--- config.mk ---
export PLATFORM = sky130hd
export DESIGN_NAME = uart_rx
export DESIGN_NICKNAME = d
export VERILOG_FILES = /design/src/rtl/uart_pkg.sv /design/src/rtl/uart_sync.sv /design/src/rtl/uart_rx.sv
export SDC_FILE = /design/constraint.sdc
export NUM_CORES = 1
export LEC_CHECK = 0
export ABC_AREA = 1
export ABC_CLOCK_PERIOD_IN_PS = 3000
export CAP_MARGIN = 20
export CORE_MARGIN = 2
export CORE_UTILIZATION = 49
export DETAILED_ROUTE_END_ITERATION = 6
export GPL_TIMING_DRIVEN = 1
export PLACE_DENSITY = 0.68
export RECOVER_POWER = 25
export SLEW_MARGIN = 25
export SYNTH_ARGS = -nofsm -noshare
export SYNTH_HDL_FRONTEND = slang
export SYNTH_SLANG_ARGS = --single-unit
export TNS_END_PERCENT = 5
--- constraint.sdc ---
create_clock -name clk -period 3 [get_ports clk]
set_input_delay 0.6 -clock clk [delete_from_list [all_inputs] [get_ports clk]]
set_output_delay 0.6 -clock clk [all_outputs]
set_load 0.05 [all_outputs]
--- src/rtl/uart_pkg.sv ---
// Shared constants and types for the UART receive path.
// Frame is fixed at 8N1; the FSM encoding is plain 3-bit binary.
package uart_pkg;

    localparam int DATA_BITS = 8;

    typedef enum logic [2:0] {
        IDLE  = 3'd0,
        START = 3'd1,
        DATA  = 3'd2,
        STOP  = 3'd3,
        BRK   = 3'd4
    } rx_state_e;

    function automatic int cnt_width(input int clks);
        return (clks > 2) ? $clog2(clks) : 1;
    endfunction

endpackage

--- src/rtl/uart_sync.sv ---
// Two-flop synchronizer for a single asynchronous input.
// RST_VAL sets the value the chain holds in reset (the line's idle level).
module uart_sync #(
    parameter logic RST_VAL = 1'b1
) (
    input  logic clk,
    input  logic rst_n,
    input  logic d,
    output logic q
);

    logic meta_q, meta_d;
    logic sync_q, sync_d;

    always_comb begin
        meta_d = d;
        sync_d = meta_q;
    end

    always_ff @(posedge clk or negedge rst_n) begin
        if (!rst_n) begin
            meta_q <= RST_VAL;
            sync_q <= RST_VAL;
        end else begin
            meta_q <= meta_d;
            sync_q <= sync_d;
        end
    end

    assign q = sync_q;

endmodule

--- src/rtl/uart_rx.sv ---
// 8N1 UART receiver with a valid/ready byte interface.
// Framing errors and overruns are reported as single-cycle pulses.
module uart_rx
    import uart_pkg::*;
#(
    parameter int CLKS_PER_BIT = 11
) (
    input  logic                 clk,
    input  logic                 rst_n,
    input  logic                 rx,
    output logic [DATA_BITS-1:0] rx_data,
    output logic                 rx_valid,
    input  logic                 rx_ready,
    output logic                 frame_err,
    output logic                 overrun,
    output logic                 busy
);

    localparam int CW = cnt_width(CLKS_PER_BIT);
    localparam logic [CW-1:0] CNT_LAST = CW'(CLKS_PER_BIT - 1);
    // The IDLE cycle that spots the falling edge already counts toward the half-bit wait.
    localparam logic [CW-1:0] CNT_HALF = CW'(CLKS_PER_BIT / 2 - 2);
    localparam logic [2:0]    IDX_LAST = 3'(DATA_BITS - 1);

    logic rx_s;

    rx_state_e            state_q, state_d;
    logic [CW-1:0]        cnt_q, cnt_d;
    logic [2:0]           bit_idx_q, bit_idx_d;
    logic [DATA_BITS-1:0] shift_q, shift_d;
    logic                 byte_done_q, byte_done_d;
    logic [DATA_BITS-1:0] rx_data_q, rx_data_d;
    logic                 rx_valid_q, rx_valid_d;
    logic                 frame_err_q, frame_err_d;
    logic                 overrun_q, overrun_d;

    uart_sync #(
        .RST_VAL(1'b1)
    ) u_sync (
        .clk  (clk),
        .rst_n(rst_n),
        .d    (rx),
        .q    (rx_s)
    );

    always_comb begin
        state_d     = state_q;
        cnt_d       = (cnt_q == CNT_LAST) ? '0 : cnt_q + 1'b1;
        bit_idx_d   = bit_idx_q;
        shift_d     = shift_q;
        byte_done_d = 1'b0;
        frame_err_d = 1'b0;
        case (state_q)
            IDLE: begin
                cnt_d = '0;
                if (!rx_s) state_d = START;
            end
            START: begin
                if (cnt_q == CNT_HALF) begin
                    state_d   = rx_s ? IDLE : DATA;
                    bit_idx_d = '0;
                end
            end
            DATA: begin
                if (cnt_q == CNT_LAST) begin
                    shift_d   = {rx_s, shift_q[DATA_BITS-1:1]};
                    bit_idx_d = bit_idx_q + 3'd1;
                    if (bit_idx_q == IDX_LAST) state_d = STOP;
                end
            end
            STOP: begin
                if (cnt_q == CNT_LAST) begin
                    if (rx_s) begin
                        byte_done_d = 1'b1;
                        state_d     = IDLE;
                    end else begin
                        frame_err_d = 1'b1;
                        state_d     = BRK;
                    end
                end
            end
            BRK: begin
                cnt_d = '0;
                if (rx_s) state_d = IDLE;
            end
            default: begin
                state_d = IDLE;
                cnt_d   = '0;
            end
        endcase
        if (state_d != state_q) cnt_d = '0;
    end

    // A completed byte is offered one cycle after the stop sample; a full, unaccepted holding register drops it.
    always_comb begin
        rx_data_d  = rx_data_q;
        rx_valid_d = rx_valid_q;
        overrun_d  = 1'b0;
        if (byte_done_q) begin
            if (!rx_valid_q || rx_ready) begin
                rx_data_d  = shift_q;
                rx_valid_d = 1'b1;
            end else begin
                overrun_d = 1'b1;
            end
        end else if (rx_valid_q && rx_ready) begin
            rx_valid_d = 1'b0;
        end
    end

    always_ff @(posedge clk or negedge rst_n) begin
        if (!rst_n) begin
            state_q     <= IDLE;
            cnt_q       <= '0;
            bit_idx_q   <= '0;
            shift_q     <= '0;
            byte_done_q <= 1'b0;
            rx_data_q   <= '0;
            rx_valid_q  <= 1'b0;
            frame_err_q <= 1'b0;
            overrun_q   <= 1'b0;
        end else begin
            state_q     <= state_d;
            cnt_q       <= cnt_d;
            bit_idx_q   <= bit_idx_d;
            shift_q     <= shift_d;
            byte_done_q <= byte_done_d;
            rx_data_q   <= rx_data_d;
            rx_valid_q  <= rx_valid_d;
            frame_err_q <= frame_err_d;
            overrun_q   <= overrun_d;
        end
    end

    assign rx_data   = rx_data_q;
    assign rx_valid  = rx_valid_q;
    assign frame_err = frame_err_q;
    assign overrun   = overrun_q;
    assign busy      = (state_q != IDLE);

endmodule

==> results.json, run 1 <==
{
  "outcome": "finished with violations",
  "failed_checks": "max-capacitance violations, max-slew violations",
  "synth_seq_cells": 32,
  "hpwl_um": 1660,
  "crit_path_max_fanout": 7,
  "ios": 16,
  "vias": 1030,
  "cts_buffer_depth": 2,
  "num-nets-final": 184,
  "hold-path-cell-count": 0,
  "hold_violations": 0,
  "period_minus_slack_ns": 2.39,
  "first_pass_iters": 5,
  "fmax_ghz": 0.418,
  "wl_met1_um": 1120,
  "yosysTopAreaCellShare_pct": 54.1,
  "critical_path_class": "register to output port",
  "start_util_pct": 50.8,
  "finalInstanceArea_um2": 1610,
  "min_to": "u_sync.q",
  "async_flop_share_pct": 100,
  "ir_worst_vdd_mv": 0.437,
  "cts_resized": 0,
  "worstSetupEndpointType": "output port",
  "final_max_slew_viol_count": 33,
  "drc": 0,
  "dieArea_um2": 3270,
  "p_per_area_nw_per_um2": 580,
  "syn_avg_cell_area_um2": 8.89,
  "synth_common_cells": "nand2_1, dfrtp_1, inv_1, o21ai_0, nor2_1",
  "min_path_type": "register to register",
  "port_buffers": 15,
  "min_from": "u_sync.meta_q",
  "timing.hold.ws_ns": 0.360,
  "slew_headroom_pct": -12.6,
  "min_period_over_period_pct": 79.8,
  "drt_wl_total_um": 2350,
  "clkSlewWorstSetupHoldPaths_ns": 0.09,
  "rr_worst_depth": 9,
  "drt_iter0_markers": 25,
  "maxCapViolCount": 1,
  "fp.dieH_um": 57.2,
  "reg2reg_slack_ns": 1.14,
  "final-seq-area_um2": 803,
  "dpl_cell_area_um2": 1560,
  "numCtsBuffers": 5,
  "synth_edf_count": 0,
  "synth_top_cells_by_area": "dfrtp_1, nand2_1, o21ai_0",
  "multi_input_area_um2": 478,
  "regToRegStartpoint": "cnt_q[0]",
  "gpl.final_weighted_congestion": 0.818,
  "preCtsSetupSlack_ns": 0.969,
  "die_w_um": 57.2,
  "cts_tree": "yes",
  "synth_fp_nets": 164,
  "yosysMostFrequentCell": "nand2_1",
  "synth_ff_type": "dfrtp_1",
  "num-fill-cells": 243,
  "wl_met2_um": 1040,
  "overflow": 0,
  "worstReg2RegEnd": "cnt_q[1]",
  "synth_cell_types": 21,
  "rsz0062_at_grt": "false",
  "dr_wl_met3_um": 143,
  "ant_nets": 0,
  "fin_skew_ns": 0.00944,
  "required_ns": 2.40,
  "fin_tns_setup_ns": 0,
  "h-tree-depth": 2,
  "cts-root-buf": "clkbuf_4",
  "post-cts-setup-buffer-count": 0,
  "startpoint_type": "register",
  "layout_setup_ws_ns": 0.606,
  "core_area_um2": 2730,
  "clk_latency_ns": 0.33,
  "dp_cells": 200,
  "row_count": 19,
  "top_layer": "met4",
  "yosys_warnings": 0,
  "grt_max_degree": 33,
  "drive_above_1_share_pct": 9.60,
  "wl_per_cell_um": 11.3,
  "netlist_area_um2": 1390,
  "cts.sinks": 32,
  "antenna_cells": 0,
  "grt_pass1_wl_um": 4320,
  "hold_buffers": 0,
  "grt_use_total_pct": 17.7,
  "via_per_inst": 4.95,
  "syn_to_final_growth_pct": 16.1,
  "syn_inst": 156,
  "layout.cells.non_filler": 208,
  "first_global_vias": 1051,
  "p_leak_nw": 0.800,
  "setup_viol": 0,
  "synth_top_cell_by_area": "dfrtp_1",
  "grt_antenna_before_repair": 0,
  "worst_pin_slew_ns": 1.69,
  "synth.yosys.seq_area_share_pct": 57.9,
  "arrival_ns": 1.79
}
-- placed cells by master, fill, tap and decap left out --
master,instances
nand2_2,2
dlygate4sd3_1,3
nor2_1,15
nand2_1,39
dfstp_2,2
ha_1,4
clkbuf_1,3
nor3_1,1
clkdlybuf4s50_1,12
a21oi_1,2
clkbuf_4,5
o21ai_0,17
dfrtp_1,30
nand4_1,1
nand3_1,8
nand3_2,2
xor2_1,2
nor2_2,2
o21ai_1,2
inv_2,2
clkinv_2,1
inv_1,21
or2_2,1
-- report_power, final --
part           switching, mW  leakage, nW  internal, mW  total [mW]
sequential            0.0265        0.435         0.456       0.482
clock                  0.139       0.0293        0.0912       0.230
combinational          0.146        0.335        0.0752       0.222
-- registers in the layout, summed over array words and instances (netlist names) --
name and cells:
state_q 3, byte_done_q 1, u_sync.q 1, cnt_q 4
frame_err 1, bit_idx_q 3, shift_q 8, rx_valid 1
u_sync.meta_q 1, rx_data 8, overrun 1
-- worst max path at each step --
stage / startpoint / endpoint / slack, ns / depth (start not counted)
3_3_place_gp: state_q[1] / busy / 1.02 / 3
3_5_place_dp: state_q[1] / busy / 0.97 / 3
2_1_floorplan: state_q[1] / busy / 1.48 / 2
5_1_grt: rst_n / cnt_q[1] / 0.39 / 2
6_report: state_q[1] / busy / 0.61 / 3
4_1_cts: state_q[1] / busy / 0.60 / 3
-- metal layers --
metal	up-vias	global-route usage, %
li1	525	-
met1	473	21.9
met2	26	26.4
met3	6	8.62
met4	0	7.97
met5	-	0
-- worst max-delay path, cell delays in order (launching register included) --
cell and delay [ns]:
dfrtp_1 0.47, nor2_2 0.23, nand2_1 0.07, clkdlybuf4s50_1 0.70
-- cell families (layout without fill, tap and decap cells) --
logic type | after synthesis | in the layout | share of synthesized area (%)
adder cells (fa/ha/maj) | 4 | 4 | 3.61
XOR/XNOR | 2 | 2 | 1.26
AO/OA/AOI/OAI | 21 | 21 | 7.57
AND/OR/NAND/NOR | 71 | 71 | 22.0
flip-flops | 32 | 32 | 57.9
buffers and inverters | 26 | 47 | 7.66
-- metrics by stage --
| step | total power [mW] | utilization, % |
|---|---|---|
| 2_1_floorplan | 0.650 | - |
| 3_3_place_gp | 0.702 | 57.2 |
| 3_5_place_dp | 0.714 | 57.2 |
| 4_1_cts | 0.947 | 59.0 |
| 5_1_grt | 1.00 | 58.9 |
| 6_report | 0.934 | 58.9 |
-- cell type report --
class	instances	area share [%]
clock buffer	7	2.80
multi-input combinational	98	29.7
inverter	23	5.36
tap	31	2.41
timing repair buffer	16	9.56
clock inverter	1	0.311
sequential	32	49.9
(Power assumes the default switching activity.)
==> run 2: changes to the inputs <==
- ABC_CLOCK_PERIOD_IN_PS: 3000 -> 2300
- clock period: 3 -> 2.3 ns (I/O delays scaled with it)
==> run 2 against run 1 <==
The run now ends clean; critical path depth down 2; non-clock buffer count grew 1; count of clock-buffer cells in the layout is 1 lower; critical endpoint is now rx_data[7].
==> results.json, run 2 (synthesized netlist as in run 1, its figures left out) <==
{
  "dieArea_um2": 3270,
  "grt_pass1_wl_um": 4310,
  "clk_latency_ns": 0.33,
  "ir_worst_vdd_mv": 0.621,
  "drt_wl_total_um": 2320,
  "wl_per_cell_um": 11.1,
  "slew_headroom_pct": 47.4,
  "setup_viol": 0,
  "critical_path_class": "register to output port",
  "gpl.final_weighted_congestion": 0.846,
  "fin_tns_setup_ns": 0,
  "required_ns": 1.84,
  "critPathMaxStageDelay_ns": 0.80,
  "maxCapViolCount": 0,
  "syn_to_final_growth_pct": 16.6,
  "hpwl_um": 1640,
  "rsz0062_at_grt": "false",
  "ios": 16,
  "path_delay_family": "buffers and inverters",
  "p_leak_nw": 0.813,
  "worstSetupEndpointType": "output port",
  "min_from": "u_sync.meta_q",
  "path_cells": "clkdlybuf4s50_1",
  "worst_pin_slew_ns": 0.789,
  "reg2reg_slack_ns": 0.64,
  "grt_use_total_pct": 17.6,
  "row_count": 19,
  "regToRegStartpoint": "cnt_q[0]",
  "cts_tree": "yes",
  "fin_skew_ns": 0.00690,
  "arrival_ns": 1.50,
  "fp.dieH_um": 57.2,
  "worst-path-buf-inv": 1,
  "min_to": "u_sync.q",
  "slowest_stage": "clkdlybuf4s50_1",
  "hold_buffers": 0,
  "hold-path-cell-count": 0,
  "grt_max_degree": 33,
  "num-nets-final": 185,
  "die_w_um": 57.2,
  "start_util_pct": 50.8,
  "p_per_area_nw_per_um2": 743,
  "hold_violations": 0,
  "outcome": "finished, final reports clean",
  "overflow": 0,
  "cts_buffer_depth": 2,
  "h-tree-depth": 2,
  "min_period_over_period_pct": 85.4,
  "layout.cells.non_filler": 208,
  "core_area_um2": 2730,
  "cts.sinks": 32,
  "rr_worst_depth": 9,
  "crit_path_max_fanout": 2,
  "layout_commonest_cell": "nand2_1",
  "clkSlewWorstSetupHoldPaths_ns": 0.10,
  "worstReg2RegEnd": "cnt_q[0]",
  "min_path_type": "register to register",
  "fmax_ghz": 0.509,
  "drt_iter0_markers": 29,
  "cts-root-buf": "clkbuf_4",
  "drive_above_1_share_pct": 10.7,
  "numCtsBuffers": 5,
  "period_minus_slack_ns": 1.96,
  "first_global_vias": 1005,
  "drc": 0,
  "vias": 1046,
  "ant_nets": 0,
  "startpoint_type": "register",
  "grt_antenna_before_repair": 0,
  "dp_cells": 201,
  "final_max_slew_viol_count": 0,
  "antenna_cells": 0,
  "final_cell_mix": "nand2_1, dfrtp_1, inv_1",
  "first_pass_iters": 4,
  "via_per_inst": 5.03,
  "port_buffers": 15,
  "p_total_mw": 1.20
}
==> run 2: worst max path at each step <==
stage | to | cells past startpoint | slack (ns) | start
6_report | rx_data[7] | 1 | 0.34 | rx_data[7]
5_1_grt | rx_data[6] | 1 | 0.27 | rx_data[6]
4_1_cts | busy | 3 | 0.06 | state_q[1]
3_5_place_dp | busy | 3 | 0.42 | state_q[1]
3_3_place_gp | busy | 3 | 0.46 | state_q[1]
2_1_floorplan | rx_data[0] | 4 | 0.92 | rx_valid
==> run 2: report_power, final <==
part	internal, mW	switching (mW)
Sequential	0.594	0.0355
Combinational	0.0970	0.186
Clock	0.112	0.178
==> run 2: routing by layer <==
| layer | part of all wire, % | routed length [um] | global-route usage (%) |
|---|---|---|---|
| met1 | 48 | 1110 | 22.3 |
| met4 | 3.2 | 75 | 12.0 |
| met3 | 3.9 | 90 | 4.76 |
| met5 | 0 | 0 | 0 |
| met2 | 45 | 1040 | 26.4 |
==> run 2: repair_timing <==
action | CTS | global route
resized for setup | 0 | 1
setup buffers | 0 | 0
endpoints found under the setup margin | 0 | 1
==> run 2: per-stage QoR <==
stage                     hold slack, ns  util, %  setup slack (ns)  cell area, um^2
final                              0.359     59.2             0.335             1620
after global routing               0.364     59.2             0.271             1620
after CTS                          0.362     59.2            0.0555             1620
after detailed placement           0.349     57.5             0.415             1570
after global placement             0.347     57.5             0.457             1570
after floorplan                    0.164        -             0.919             1390
==> run 2: final cells by class <==
type                            count  area [um^2]
Multi-Input combinational cell     98          478
Timing Repair Buffer               17          165
Clock buffer                        6         41.3
Tap cell                           31         38.8
Inverter                           23         86.3
Fill cell                         265         1120
Clock inverter                      1         5.00
Sequential cell                    32          803
